===== src/rtl/impix_panel_pkg.sv =====
// Shared constants for the board panel endpoint: clock rate, channel count and
// default debounce/stretch durations, plus a helper for counter sizing.
package impix_panel_pkg;

  localparam int IMPIX_CLK_HZ          = 50_000_000;
  localparam int IMPIX_PANEL_CHANNELS  = 4;
  // 10 ms of settling for switches, 100 ms of minimum LED on-time
  localparam int IMPIX_DEBOUNCE_CYCLES = IMPIX_CLK_HZ / 100;
  localparam int IMPIX_STRETCH_CYCLES  = IMPIX_CLK_HZ / 10;

  function automatic int impix_cnt_width(input int max_count);
    return $clog2(max_count + 1);
  endfunction

endpackage


===== src/rtl/impix_debounce_ch.sv =====
// One switch channel: 2-flop synchronizer, stability counter and accepted level.
// 'change' is combinational and flags the cycle in which 'stable' is about to flip.
module impix_debounce_ch
  import impix_panel_pkg::*;
#(
  parameter int DEBOUNCE_CYCLES = IMPIX_DEBOUNCE_CYCLES
) (
  input  logic clk,
  input  logic rst,
  input  logic sw_raw,
  output logic stable,
  output logic change
);

  localparam int CW = impix_cnt_width(DEBOUNCE_CYCLES);

  logic          sync_meta;
  logic          sync;
  logic [CW-1:0] cnt;
  logic          done;

  // The count completes on the mismatch cycle that would bring it to DEBOUNCE_CYCLES
  assign done   = (sync != stable) && (cnt == CW'(DEBOUNCE_CYCLES - 1));
  assign change = done;

  always_ff @(posedge clk or posedge rst) begin
    if (rst) begin
      sync_meta <= 1'b0;
      sync      <= 1'b0;
      stable    <= 1'b0;
      cnt       <= '0;
    end else begin
      sync_meta <= sw_raw;
      sync      <= sync_meta;
      if (sync == stable) begin
        cnt <= '0;
      end else if (done) begin
        stable <= sync;
        cnt    <= '0;
      end else begin
        cnt <= cnt + 1'b1;
      end
    end
  end

endmodule


===== src/rtl/impix_panel_io.sv =====
// Board panel endpoint: debounced switches toward the PIO and pulse-stretched LEDs.
// Optional macro IMPIX_LED_STRETCH_EN enables the LED stretch counters.
module impix_panel_io
  import impix_panel_pkg::*;
#(
  parameter int CHANNELS        = IMPIX_PANEL_CHANNELS,
  parameter int DEBOUNCE_CYCLES = IMPIX_DEBOUNCE_CYCLES,
  parameter int STRETCH_CYCLES  = IMPIX_STRETCH_CYCLES
) (
  input  logic                clk_clk,
  input  logic                reset_reset,
  input  logic [CHANNELS-1:0] sw_raw,
  output logic [CHANNELS-1:0] switches_export,
  output logic                sw_change,
  input  logic [CHANNELS-1:0] indicators_export,
  output logic [CHANNELS-1:0] led
);

  if (CHANNELS < 1 || CHANNELS > 32) begin : g_bad_channels
    $error("impix_panel_io: CHANNELS must be in 1..32");
  end
  if (DEBOUNCE_CYCLES < 1) begin : g_bad_debounce
    $error("impix_panel_io: DEBOUNCE_CYCLES must be >= 1");
  end
  if (STRETCH_CYCLES < 1) begin : g_bad_stretch
    $error("impix_panel_io: STRETCH_CYCLES must be >= 1");
  end

  logic [CHANNELS-1:0] stable_bits;
  logic [CHANNELS-1:0] change_bits;

  for (genvar i = 0; i < CHANNELS; i++) begin : g_sw
    impix_debounce_ch #(
      .DEBOUNCE_CYCLES(DEBOUNCE_CYCLES)
    ) u_ch (
      .clk    (clk_clk),
      .rst    (reset_reset),
      .sw_raw (sw_raw[i]),
      .stable (stable_bits[i]),
      .change (change_bits[i])
    );
  end

  assign switches_export = stable_bits;

  // Registered alongside 'stable' so the strobe lines up with the new value
  always_ff @(posedge clk_clk or posedge reset_reset) begin
    if (reset_reset) begin
      sw_change <= 1'b0;
    end else begin
      sw_change <= |change_bits;
    end
  end

  logic [CHANNELS-1:0] ind_q;

`ifdef IMPIX_LED_STRETCH_EN
  localparam int SW = impix_cnt_width(STRETCH_CYCLES);

  logic [CHANNELS-1:0] stretch_active;

  for (genvar i = 0; i < CHANNELS; i++) begin : g_stretch
    logic [SW-1:0] cnt;

    // A rising edge reloads even while running, so rapid blips extend the on-time
    always_ff @(posedge clk_clk or posedge reset_reset) begin
      if (reset_reset) begin
        cnt <= '0;
      end else if (indicators_export[i] && !ind_q[i]) begin
        cnt <= SW'(STRETCH_CYCLES);
      end else if (cnt != '0) begin
        cnt <= cnt - 1'b1;
      end
    end

    assign stretch_active[i] = (cnt != '0);
  end

  always_ff @(posedge clk_clk or posedge reset_reset) begin
    if (reset_reset) begin
      ind_q <= '0;
      led   <= '0;
    end else begin
      ind_q <= indicators_export;
      led   <= ind_q | stretch_active;
    end
  end
`else
  // Without stretching, two register stages keep the same LED latency
  always_ff @(posedge clk_clk or posedge reset_reset) begin
    if (reset_reset) begin
      ind_q <= '0;
      led   <= '0;
    end else begin
      ind_q <= indicators_export;
      led   <= ind_q;
    end
  end
`endif

endmodule


===== config.mk =====
export PLATFORM = sky130hd
export DESIGN_NAME = impix_panel_io
export DESIGN_NICKNAME = d
export VERILOG_FILES = /design/src/rtl/impix_panel_pkg.sv /design/src/rtl/impix_debounce_ch.sv /design/src/rtl/impix_panel_io.sv
export SDC_FILE = /design/constraint.sdc
export NUM_CORES = 1
export LEC_CHECK = 0
export CAP_MARGIN = 20
export CORE_ASPECT_RATIO = 1.25
export CORE_MARGIN = 1.5
export CORE_UTILIZATION = 33
export DETAILED_ROUTE_END_ITERATION = 16
export DONT_BUFFER_PORTS = 1
export HOLD_SLACK_MARGIN = 0.02
export SLEW_MARGIN = 40
export SYNTH_ARGS = -nofsm -noshare
export SYNTH_HDL_FRONTEND = slang
export SYNTH_SLANG_ARGS = --single-unit

===== constraint.sdc =====
create_clock -name clk_clk -period 5.2 [get_ports clk_clk]
set_input_delay 0.52 -clock clk_clk [delete_from_list [all_inputs] [get_ports clk_clk]]
set_output_delay 0.52 -clock clk_clk [all_outputs]
set_load 0.02 [all_outputs]

==> reports/qor.csv <==
metric;value;unit
core footprint;0.0133;sq mm
largest family of logic cells by synthesized area;simple AND/OR/NAND/NOR gates;
critical-path cell list;or4b_2, nor4_2, a21o_1, nor2_1;
Synthesis Warnings;0;
slew margin rel.;55.8;%
GRT Util Overall;12.8;%
period utilization;41.9;%
antenna violations before repair;1;
clk buf depth;2;
Post-synth EDFFs;0;
CP Launch Type;flip-flop;
fraction of layout cells with a size suffix above 1;7.19;%
post-layout min period;2.18;ns
flop2flop setup slack;3.02;ns
Synth area leader;dfrtp_1;
Avg Inst Size Synth;10.2;sq um
Top Ports;19;
Hold WC Path Type;in -> reg;
R2R Path End;g_sw[1].u_ch.cnt[13]$_DFF_PP0_;
outcome;finished clean;
CP Max Fanout;17;
dpl hpwl;5940;um
final worst setup slack;3.02;ns
ys async rst share;100;%
WHS Endpoint;ind_q[2]$_DFF_PP0_;
cell area after synthesis;0.00451;sq mm
Clock Sink Count;97;
r2r worst-path depth;4;
post-CTS sizing;0;
gpl congestion;0.801;
met3 GRT Util;3.47;%
clock latency on the worst-skew pair;0.34;ns
worst slew pin tran;0.663;ns
Final Hold Viols;0;
clock skew;0.00615;ns
worst hold start;indicators_export[2];
met2 usage;21.1;%
fin nets;456;
CP Capture Type;flip-flop;
post-synthesis simple-gate area fraction;25.3;%
IO Port Bufs;0;
Clk pin slew, worst setup/hold paths;0.06;ns
total CTS buffers;9;
Seq cells post-synth;97;
mux contribution to synthesized area;1.22;%
Area contributors post-synth;dfrtp_1, xnor2_1, nor2_1;
DRT iter0 DRCs;160;
Synth cell types;42;
CP max-delay cell;or4b_2;
# rows;47;
Synth Area in Compound Gates;4.96;%
Synth top area share;53.8;%
CTS tree;yes;
syn_nets;456;
unrepaired setup endpoints after global routing;false;
vias;3131;
Die Area;0.0144;sq mm
Pins Over Slew Limit;0;
endpoints failing setup;0;
Reg2Reg Launch Point;g_sw[1].u_ch.cnt[11]$_DFF_PP0_;
total grt overflow;0;
Starting Density;34.0;%
synthesized netlist cell count;442;
H-tree depth;3;
hold depth;0;
setup tns final;0;ns
peak supply drop;0.131;mV
Critical Path AT;2.38;ns
vias in the first global route;3221;
drt drc;0;
Seq/Total Area, Yosys;53.8;%
root buffer cell;clkbuf_16;
first-pass GRT wire length;14900;um
commonest non-fill, non-tap cell in the layout;dfrtp_1;
met1 usage;16.6;%
number of vias per cell;5.07;
WL/cell;13.9;um
DRT Pass-1 Iters;4;
top_reg_cell synth;dfrtp_1;
GR peak layer;met2;
height of the die;134;um
CP bufs+invs;0;
total area of sequential cells;0.00243;sq mm
final WL;8580;um
Adder-Cell Fraction of Synth Area;1.11;%
area of the multi-input gates;0.00195;sq mm
Worst Setup Path Type;reg -> reg;
fillcell total;1341;
PD cells;288;mW/mm^2
delay of the slowest critical-path stage;0.70;ns
most frequent cells in the layout;dfrtp_1, nor2_1, xnor2_1, nand2_1, nand3_1;
Crit path required time;5.40;ns
Die W;108;um
largest net degree at the start of global routing;75;
area delta synth->final;9.68;%
max cap viols;0;
FMAX;0.459;GHz
DRT antenna net count;0;
P_leak;1.91;nW
crit-path leading delay family;simple AND/OR/NAND/NOR gates;
Synth Area in XOR/XNOR;10.5;%
worst slack, placed;2.99;ns
[how the worst max path moves through the flow]
stage	from	endpoint	slack [ns]	cells past startpoint
floorplan	reset_reset	g_sw[0].u_ch.cnt[0]$_DFF_PP0_	2.15	1
global placement	g_sw[1].u_ch.cnt[11]$_DFF_PP0_	g_sw[1].u_ch.cnt[10]$_DFF_PP0_	3.01	4
detailed placement	g_sw[1].u_ch.cnt[11]$_DFF_PP0_	g_sw[1].u_ch.cnt[10]$_DFF_PP0_	2.99	4
CTS	g_sw[1].u_ch.cnt[11]$_DFF_PP0_	g_sw[1].u_ch.cnt[10]$_DFF_PP0_	2.99	4
global route	g_sw[3].u_ch.cnt[5]$_DFF_PP0_	g_sw[3].u_ch.cnt[10]$_DFF_PP0_	2.85	4
finish	g_sw[1].u_ch.cnt[11]$_DFF_PP0_	g_sw[1].u_ch.cnt[13]$_DFF_PP0_	3.02	4
[where the power goes]
group / switching (mW) / internal, mW / leakage [nW] / total, mW
logic: 0.0329 / 0.0115 / 0.466 / 0.0444
registers: 0.0150 / 0.768 / 1.31 / 0.783
clock network: 0.267 / 0.331 / 0.131 / 0.599
[metal layers]
| layer | wire length, um | part of all wire, % | vias up |
|---|---|---|---|
| met4 | 84 | 0.98 | 0 |
| met5 | 0 | 0 | - |
| met2 | 4110 | 48 | 49 |
| met1 | 4020 | 47 | 1529 |
| li1 | - | - | 1545 |
| met3 | 359 | 4.2 | 8 |
[logic make-up (layout without fill, tap and decap cells)]
logic type / count (synthesis) / count (layout)
other: 0 / 1
AND/OR/NAND/NOR: 213 / 213
XOR/XNOR: 54 / 54
adder cells (fa/ha/maj): 4 / 4
buffers and inverters: 31 / 34
multiplexers: 5 / 5
AO/OA/AOI/OAI: 38 / 38
flip-flops: 97 / 97
[layout make-up]
cell class	instances	share of cell area, %
diodes	1	0.0506
clock buffers	11	4.90
clock inverters	3	0.379
inverters	17	1.34
multi-input cells	314	39.4
flip-flops and latches	97	49.0
well taps	171	4.32
repair buffers	3	0.581
[flip-flops by register name (all words and copies together) (netlist names)]
signal,flops
g_sw.u_ch.sync_meta,4
sw_change,1
g_sw.u_ch.stable,4
g_sw.u_ch.cnt,76
g_sw.u_ch.sync,4
led,4
ind_q,4
[per-stage QoR]
stage | utilization [%] | instances | hold WS (ns) | total power [mW] | cell area, sq um
6_report | 37.2 | 617 | 0.209 | 1.43 | 4950
5_1_grt | 37.2 | 616 | 0.190 | 1.48 | 4950
4_1_cts | 37.2 | 616 | 0.196 | 1.45 | 4950
3_5_place_dp | 35.2 | 601 | 0.337 | 0.843 | 4680
3_3_place_gp | 35.1 | 601 | 0.335 | 0.841 | 4670
2_1_floorplan | - | 442 | 0.331 | 0.829 | 4510
[synth_stat cells, types with 2 or more instances]
cell and number:
a21o_1 2, a21oi_1 17, and2_1 2, and4_1 4, buf_2 4, buf_4 5
clkbuf_1 5, dfrtp_1 97, ha_1 4, inv_1 17, mux2_2 4, nand2_1 30
nand3_1 21, nand3b_1 3, nand4_1 17, nor2_1 66, nor3_1 12, nor4_1 14
o21ai_0 7, o31ai_1 9, or2_2 2, or3_1 11, or3_2 2, or4_1 15
or4b_2 2, or4bb_1 2, xnor2_1 37, xor2_1 17
[repair_timing]
item / in CTS / in global routing
endpoints found under the hold margin: 18 / 0
buffers inserted: 0 / 0
hold buffers: 1 / 0
endpoints found under the setup margin: 0 / 0
(Power assumes the default switching activity.)
